File: src/rtl/dcache_wbuf_pkg.sv
// rtl/dcache_wbuf_pkg.sv - shared types and defaults for the dcache write buffer
package dcache_wbuf_pkg;

   localparam int DCACHE_WBUF_DEPTH  = 4;
   localparam int DCACHE_WBUF_LINE_W = 128;
   localparam int DCACHE_WBUF_ADDR_W = 32;

   // One buffered line as seen by external users of the buffer
   typedef struct packed {
      logic [DCACHE_WBUF_ADDR_W-1:0]   addr;
      logic [DCACHE_WBUF_LINE_W-1:0]   data;
      logic [DCACHE_WBUF_LINE_W/8-1:0] strb;
   } wbuf_entry_t;

   typedef enum logic [1:0] {
      IDLE   = 2'd0,
      SEND   = 2'd1,
      WAIT_B = 2'd2
   } wbuf_state_t;

endpackage

File: src/rtl/dcache_wbuf_fwd_merge.sv
// rtl/dcache_wbuf_fwd_merge.sv - per-byte youngest-match selector over the buffer ring
module wbuf_fwd_merge #(
   parameter int DEPTH      = 4,
   parameter int LINE_WIDTH = 128,
   parameter int TAG_W      = 28,
   parameter int PTR_W      = 2
) (
   input  logic [DEPTH-1:0][TAG_W-1:0]        tag_i,
   input  logic [DEPTH-1:0][LINE_WIDTH-1:0]   data_i,
   input  logic [DEPTH-1:0][LINE_WIDTH/8-1:0] strb_i,
   input  logic [DEPTH-1:0]                   valid_i,
   input  logic [PTR_W-1:0]                   head_i,
   input  logic [PTR_W-1:0]                   tail_i,
   input  logic [TAG_W-1:0]                   lookup_tag_i,
   output logic [LINE_WIDTH-1:0]              data_o,
   output logic [LINE_WIDTH/8-1:0]            mask_o
);

   localparam int NB = LINE_WIDTH / 8;

   logic [PTR_W-1:0] idx;
   logic             past;

   // Walk from the youngest slot (tail-1) back to the head; first byte claimed wins
   always_comb begin
      data_o = '0;
      mask_o = '0;
      past   = 1'b0;
      idx    = tail_i;
      for (int k = 1; k <= DEPTH; k++) begin
         idx = tail_i - PTR_W'(k);
         if (!past && valid_i[idx] && (tag_i[idx] == lookup_tag_i)) begin
            for (int b = 0; b < NB; b++) begin
               if (strb_i[idx][b] && !mask_o[b]) begin
                  mask_o[b]        = 1'b1;
                  data_o[b*8 +: 8] = data_i[idx][b*8 +: 8];
               end
            end
         end
         if (idx == head_i) begin
            past = 1'b1;
         end
      end
   end

endmodule

File: src/rtl/dcache_wbuf.sv
// rtl/dcache_wbuf.sv - dcache write buffer with merge, forwarding and AXI drain; DCACHE_WBUF_STAT_EN adds counters
module dcache_wbuf
   import dcache_wbuf_pkg::*;
#(
   parameter int DEPTH      = DCACHE_WBUF_DEPTH,
   parameter int LINE_WIDTH = DCACHE_WBUF_LINE_W,
   parameter int ADDR_WIDTH = DCACHE_WBUF_ADDR_W,
   parameter int OFFSET_W   = $clog2(LINE_WIDTH/8)
) (
   input  logic                      clk,
   input  logic                      rst,
   input  logic                      cpu_wreq_i,
   input  logic [ADDR_WIDTH-1:0]     cpu_awaddr_i,
   input  logic [LINE_WIDTH-1:0]     cpu_wdata_i,
   input  logic [LINE_WIDTH/8-1:0]   cpu_wstrb_i,
   output logic                      cpu_wready_o,
   output logic                      write_hit_o,
   input  logic                      cpu_rreq_i,
   input  logic [ADDR_WIDTH-1:0]     cpu_araddr_i,
   output logic                      read_hit_o,
   output logic [LINE_WIDTH-1:0]     cpu_rdata_o,
   output logic [LINE_WIDTH/8-1:0]   cpu_rmask_o,
   input  logic                      flush_i,
   output logic                      flush_done_o,
   output logic [$clog2(DEPTH):0]    count_o,
   output logic                      axi_wvalid_o,
   input  logic                      axi_wready_i,
   output logic [ADDR_WIDTH-1:0]     axi_awaddr_o,
   output logic [LINE_WIDTH-1:0]     axi_wdata_o,
   output logic [LINE_WIDTH/8-1:0]   axi_wstrb_o,
   input  logic                      axi_bvalid_i
`ifdef DCACHE_WBUF_STAT_EN
  ,output logic [31:0]               merge_cnt_o,
   output logic [31:0]               stall_cnt_o
`endif
);

   localparam int NB    = LINE_WIDTH / 8;
   localparam int PTR_W = $clog2(DEPTH);
   localparam int CW    = PTR_W + 1;
   localparam int TAG_W = ADDR_WIDTH - OFFSET_W;

   logic [DEPTH-1:0][TAG_W-1:0]      tag_q;
   logic [DEPTH-1:0][LINE_WIDTH-1:0] data_q;
   logic [DEPTH-1:0][NB-1:0]         strb_q;
   logic [DEPTH-1:0]                 valid_q, valid_d;
   logic [PTR_W-1:0]                 head_q, head_d, tail_q, tail_d;
   logic [CW-1:0]                    count_q, count_d;
   wbuf_state_t                      state_q, state_d;

   logic                  write_hit_q, read_hit_q;
   logic [LINE_WIDTH-1:0] rdata_q;
   logic [NB-1:0]         rmask_q;

   logic [TAG_W-1:0]      wtag, rtag;
   logic [DEPTH-1:0]      hit_vec;
   logic [PTR_W-1:0]      hit_idx;
   logic                  hit_any, full, empty, do_merge, do_alloc, pop;
   logic [LINE_WIDTH-1:0] fwd_data;
   logic [NB-1:0]         fwd_mask;
   logic                  unused_offsets;

   // Offsets never take part in tag compares; the drain address is line aligned
   assign unused_offsets = ^{cpu_awaddr_i[OFFSET_W-1:0], cpu_araddr_i[OFFSET_W-1:0]};
   assign wtag  = cpu_awaddr_i[ADDR_WIDTH-1:OFFSET_W];
   assign rtag  = cpu_araddr_i[ADDR_WIDTH-1:OFFSET_W];
   assign full  = (count_q == CW'(DEPTH));
   assign empty = (count_q == '0);

   // Find the single unlocked entry that a store may merge into
   always_comb begin
      hit_vec = '0;
      hit_idx = '0;
      for (int i = 0; i < DEPTH; i++) begin
         if (valid_q[i] && (tag_q[i] == wtag) &&
             !((state_q != IDLE) && (PTR_W'(i) == head_q))) begin
            hit_vec[i] = 1'b1;
            hit_idx    = PTR_W'(i);
         end
      end
   end

   assign hit_any      = |hit_vec;
   assign do_merge     = cpu_wreq_i & hit_any;
   assign do_alloc     = cpu_wreq_i & ~hit_any & ~full & ~flush_i;
   assign cpu_wready_o = do_merge | do_alloc;

   // Drain FSM next state; the head pops when its write response arrives
   always_comb begin
      state_d = state_q;
      pop     = 1'b0;
      case (state_q)
         IDLE:    if (!empty) state_d = SEND;
         SEND:    if (axi_wready_i) state_d = WAIT_B;
         WAIT_B:  if (axi_bvalid_i) begin
                     state_d = IDLE;
                     pop     = 1'b1;
                  end
         default: state_d = IDLE;
      endcase
   end

   // Ring pointer, valid and occupancy bookkeeping
   always_comb begin
      valid_d = valid_q;
      head_d  = head_q;
      tail_d  = tail_q;
      if (do_alloc) begin
         valid_d[tail_q] = 1'b1;
         tail_d          = tail_q + PTR_W'(1);
      end
      if (pop) begin
         valid_d[head_q] = 1'b0;
         head_d          = head_q + PTR_W'(1);
      end
      count_d = count_q + CW'(do_alloc) - CW'(pop);
   end

   wbuf_fwd_merge #(
      .DEPTH      (DEPTH),
      .LINE_WIDTH (LINE_WIDTH),
      .TAG_W      (TAG_W),
      .PTR_W      (PTR_W)
   ) u_fwd (
      .tag_i        (tag_q),
      .data_i       (data_q),
      .strb_i       (strb_q),
      .valid_i      (valid_q),
      .head_i       (head_q),
      .tail_i       (tail_q),
      .lookup_tag_i (rtag),
      .data_o       (fwd_data),
      .mask_o       (fwd_mask)
   );

   // Control state and registered responses
   always_ff @(posedge clk or negedge rst) begin
      if (!rst) begin
         state_q     <= IDLE;
         head_q      <= '0;
         tail_q      <= '0;
         count_q     <= '0;
         valid_q     <= '0;
         write_hit_q <= 1'b0;
         read_hit_q  <= 1'b0;
         rdata_q     <= '0;
         rmask_q     <= '0;
      end else begin
         state_q <= state_d;
         head_q  <= head_d;
         tail_q  <= tail_d;
         count_q <= count_d;
         valid_q <= valid_d;
         if (cpu_wready_o) begin
            write_hit_q <= do_merge;
         end
         if (cpu_rreq_i) begin
            read_hit_q <= |fwd_mask;
            rdata_q    <= fwd_data;
            rmask_q    <= fwd_mask;
         end
      end
   end

   // Entry payload: allocation loads the tail, merges patch strobed bytes
   always_ff @(posedge clk) begin
      if (do_alloc) begin
         tag_q[tail_q]  <= wtag;
         data_q[tail_q] <= cpu_wdata_i;
         strb_q[tail_q] <= cpu_wstrb_i;
      end else if (do_merge) begin
         for (int b = 0; b < NB; b++) begin
            if (cpu_wstrb_i[b]) begin
               data_q[hit_idx][b*8 +: 8] <= cpu_wdata_i[b*8 +: 8];
            end
         end
         strb_q[hit_idx] <= strb_q[hit_idx] | cpu_wstrb_i;
      end
   end

   assign write_hit_o  = write_hit_q;
   assign read_hit_o   = read_hit_q;
   assign cpu_rdata_o  = rdata_q;
   assign cpu_rmask_o  = rmask_q;
   assign count_o      = count_q;
   assign flush_done_o = empty & (state_q == IDLE);
   assign axi_wvalid_o = (state_q == SEND);
   assign axi_awaddr_o = {tag_q[head_q], {OFFSET_W{1'b0}}};
   assign axi_wdata_o  = data_q[head_q];
   assign axi_wstrb_o  = strb_q[head_q];

`ifdef DCACHE_WBUF_STAT_EN
   logic [31:0] merge_cnt_q, stall_cnt_q;

   // Saturating merge and write-stall counters
   always_ff @(posedge clk or negedge rst) begin
      if (!rst) begin
         merge_cnt_q <= '0;
         stall_cnt_q <= '0;
      end else begin
         if (do_merge && (merge_cnt_q != 32'hFFFF_FFFF)) begin
            merge_cnt_q <= merge_cnt_q + 32'd1;
         end
         if (cpu_wreq_i && !cpu_wready_o && (stall_cnt_q != 32'hFFFF_FFFF)) begin
            stall_cnt_q <= stall_cnt_q + 32'd1;
         end
      end
   end

   assign merge_cnt_o = merge_cnt_q;
   assign stall_cnt_o = stall_cnt_q;
`endif

endmodule

File: config.mk
export PLATFORM = sky130hd
export DESIGN_NAME = dcache_wbuf
export DESIGN_NICKNAME = d
export VERILOG_FILES = /design/src/rtl/dcache_wbuf_pkg.sv /design/src/rtl/dcache_wbuf_fwd_merge.sv /design/src/rtl/dcache_wbuf.sv
export SDC_FILE = /design/constraint.sdc
export NUM_CORES = 2
export LEC_CHECK = 0
export BUFFER_PORTS_ARGS = -buffer_cell sky130_fd_sc_hd__buf_2
export CORE_MARGIN = 2
export CORE_UTILIZATION = 55
export DETAILED_ROUTE_END_ITERATION = 12
export GPL_ROUTABILITY_DRIVEN = 0
export HOLD_SLACK_MARGIN = 0.12
export PLACE_DENSITY_LB_ADDON = 0.05
export SLEW_MARGIN = 10
export SYNTH_ARGS = -nofsm -noshare
export SYNTH_HDL_FRONTEND = slang
export SYNTH_SLANG_ARGS = --single-unit
File: constraint.sdc
create_clock -name clk -period 5 [get_ports clk]
set_clock_uncertainty 0.2 [all_clocks]
set_input_delay 0.75 -clock clk [delete_from_list [all_inputs] [get_ports clk]]
set_output_delay 0.75 -clock clk [all_outputs]
set_load 0.01 [all_outputs]
==> run summary <==
* finished clean — result of the run
* 22.8 mW — internal power component
* met2 — Most Used Layer, Global Route
* flip-flop — kind of start point of the critical path
* -171 ps — setup slack at placement
* 847 — clock net sink count
* 3 — number of buffers on the longest clock path
* in -> reg — Hold Path Class
* 177 ps — minimum hold slack
* 47057 — total via count after detailed routing
* 41 — antenna violations before repair
* 114000 sq um — Die Outline Area
* 35.1% — share of layout cells above drive strength 1
* data_q[20] — worst min-delay path endpoint
* 530 nW/um^2 — P per Cell Area
* 203000 um — detailed-route wire length
* 14.8% — synth-to-layout area growth
* 0 — number of nets with antenna violations after detailed routing
* 37.1 mW — Final Power
* flip-flop — crit end category
* 17 — depth of the most critical reg-to-reg path
* 4749 — cells after synthesis
* 24.5% — worst max-slew margin expressed relative to the limit
* 0.203 GHz — maximum operating frequency
* 24700 sq um — Sequential Area
* 110000 sq um — placeable core region
* 5250 ps — arrival time worst endpoint
* 46.9% — met1 Track Usage GR
* 0 — DRC violations left
* 543 — top-level port count
* built — CTS tree
* 688 — number of flops mapped to enable cells by yosys
* 96 — CTS buffer count
* 29.4 um — routed wire length per instance
* 4920 ps — clock period minus worst slack
* 140000 um — detailed-placement wirelength estimate
* 40.4% — sequential share of the synthesized area
* cpu_wdata_i[20] — hold_sp
* 0 — number of slew-limit violations in the final report
* 6904 — filler-free cell count of the finished design
* 45100 — via count of the first global-routing pass
* 6.82 — ratio of routed vias to standard cells
* 0.516 mV — Max VDD drop
* 12.9 sq um — Synth Area per Inst
* 8.43% — met3 usage
* 61000 sq um — Mapped Area
* 25.4 nW — static leakage
* 8607 — total of fill cells in the finished design
* 19.4% — clock network power share
* 63.5% — fin util
* 122 — number of placement rows
* 56.4% — routing usage on met2
* 0 — number of hold violations in the final report
* 847 — #FFs+latches synth
* 80 ps — flop2flop setup slack
* 35.4% — GR Util All Layers
* cpu_rdata_o[46] — worst flop-to-flop path endpoint
* 530 — IO buf count
* 7 — number of search-and-repair iterations in the first detailed-routing pass
* 98.4% — period utilisation layout
* 56.2% — share of total power in combinational logic
* 5585 — first-iteration detailed-routing DRC count
* edfxtp_1 — Synth Flop Type
* 5330 ps — Worst EP required
* 0 — total number of yosys warnings
* 34400 sq um — multi-input gate area in the final layout
* 0 — total overflow reported by the global router
* 55.3% — Initial Util
* 91 — synth unique cells
* 296000 um — wire length of the first global-routing pass
* 700 ps — clock latency of the later-clocked register in the worst-skew pair
* mux4_2 — leading cell type in the layout, fill and taps excluded
* clkbuf_16 — clock root cell
* 337 um — Vert. Die Dim
* 788 x mux4_2, 688 x edfxtp_1, 528 x and2_1, 528 x buf_2, 341 x nor2_1 — most used cells in the layout excluding fill and tap cells
* 1130 ps — Least-Margin Pin Slew
* 2 — worst hold path stage count
* 0 — total of max-cap violations
* 168 — pin count of the biggest net entering global routing
* 3 — CTS HTree Levels
* tail_q[0] — startpoint of the worst-slack reg-to-reg timing path
* 82.2 ps — least setup slack across all paths after layout
* reg -> reg — category of the most critical setup path
* 14.3 mW — switching component of the power
* 5533 — post-layout net count
* 24.4% — sequential fraction of design power
* 38.6% — Sw Ratio
* 6679 — dpl cells
* 337 um — Die Span X
* 9 — Critical Path Fanout Max
* 18.8% — Synth async-reset ratio
* 0 — endpoints failing setup
* 60 ps — clock slew seen by the registers of the worst setup and hold paths
-- critical path, stage by stage (launching register included) --
cell	delay [ps]
dfrtp_4	500
inv_2	70
ha_4	410
buf_6	210
buf_4	130
mux2i_2	320
o2bb2ai_1	120
o41ai_1	440
o2111ai_1	240
or4_4	530
buf_4	180
nor3_1	410
a31oi_1	100
o2111ai_2	160
buf_12	170
nor2b_1	50
o31ai_1	400
o21ai_1	120
-- sequential cells by signal, indices dropped and copies added, names as in the netlist --
signal       cells
state_q          2
tag_q          112
data_q         512
cpu_rmask_o     16
strb_q          64
count_o          3
head_q           2
valid_q          4
read_hit_o       1
cpu_rdata_o    128
write_hit_o      1
tail_q           2
-- metal layers --
| layer | up-vias | routed length, um |
|---|---|---|
| met1 | 23772 | 73700 |
| met4 | 22 | 8750 |
| li1 | 19922 | - |
| met2 | 2820 | 97400 |
| met5 | - | 134 |
| met3 | 521 | 23100 |
-- power by group through the flow --
stage / clock network, mW / logic [mW] / registers, mW
final: 7.21 / 20.8 / 9.05
after global routing: 7.55 / 22.1 / 9.10
after CTS: 7.28 / 20.4 / 8.99
after detailed placement: 0 / 20.4 / 9.13
after global placement: 0 / 20.2 / 9.10
after floorplan: 0 / 15.3 / 8.89
-- worst max-delay path by stage --
stage                    from         endpoint  slack [ps]  cells after the start
floorplan           tail_q[0]       read_hit_o           3                     22
global placement    tail_q[1]   cpu_rdata_o[8]        -230                     15
detailed placement  tail_q[1]   cpu_rdata_o[8]        -170                     15
CTS                 tail_q[1]  cpu_rdata_o[46]           7                     14
global route        tail_q[1]  cpu_rdata_o[71]         -50                     18
finish              tail_q[0]  cpu_rdata_o[46]          80                     17
-- kinds of logic after synthesis --
logic type                 after synthesis  share of synthesized area [%]
xor gates and xnor gates               205                           2.94
buffers and inverters                  483                           3.69
other                                    1                        0.00614
AOI/OAI and AO/OA                      630                           6.79
muxes                                  968                           32.2
and+or+nand+nor                       1604                           13.8
adders and majority gates               11                          0.238
DFF                                    847                           40.4
-- what timing repair did --
item                                    4_1_cts  5_1_grt
gates resized for setup                       3       21
setup buffers                                 0       14
pin swaps                                     0       10
gates cloned                                  0        2
endpoints found under the setup margin       12      106
hold buffers                                  2        0
hold endpoints to repair                     70        0
-- per-stage QoR --
step / setup TNS [ps] / cell area, sq um
after floorplan: 0 / 61100
after global placement: -2080 / 66500
after detailed placement: -1050 / 66500
after CTS: 0 / 69700
after global routing: -291 / 70000
final: 0 / 70100
-- synth_stat cells (all sizes together), types with 137 or more instances --
library cell / count / area [sq um]
mux4: 790 / 17800
nand2: 294 / 1100
o21ai: 156 / 781
clkbuf: 187 / 703
edfxtp: 688 / 20700
nor2: 351 / 1340
and2: 530 / 3320
xnor2: 187 / 1640
buf: 216 / 1250
mux2i: 138 / 1380
dfrtp: 159 / 3980
a21oi: 137 / 686
-- final cells by class --
cell class / instances / area share [%]
Antenna cell: 28 / 0.100
Clock buffer: 133 / 3.82
Clock inverter: 46 / 0.682
Inverter: 80 / 0.429
Multi-Input combinational cell: 3422 / 49.1
Sequential cell: 847 / 35.2
Tap cell: 1488 / 2.66
Timing Repair Buffer: 860 / 8.07
(Power assumes the default switching activity.)
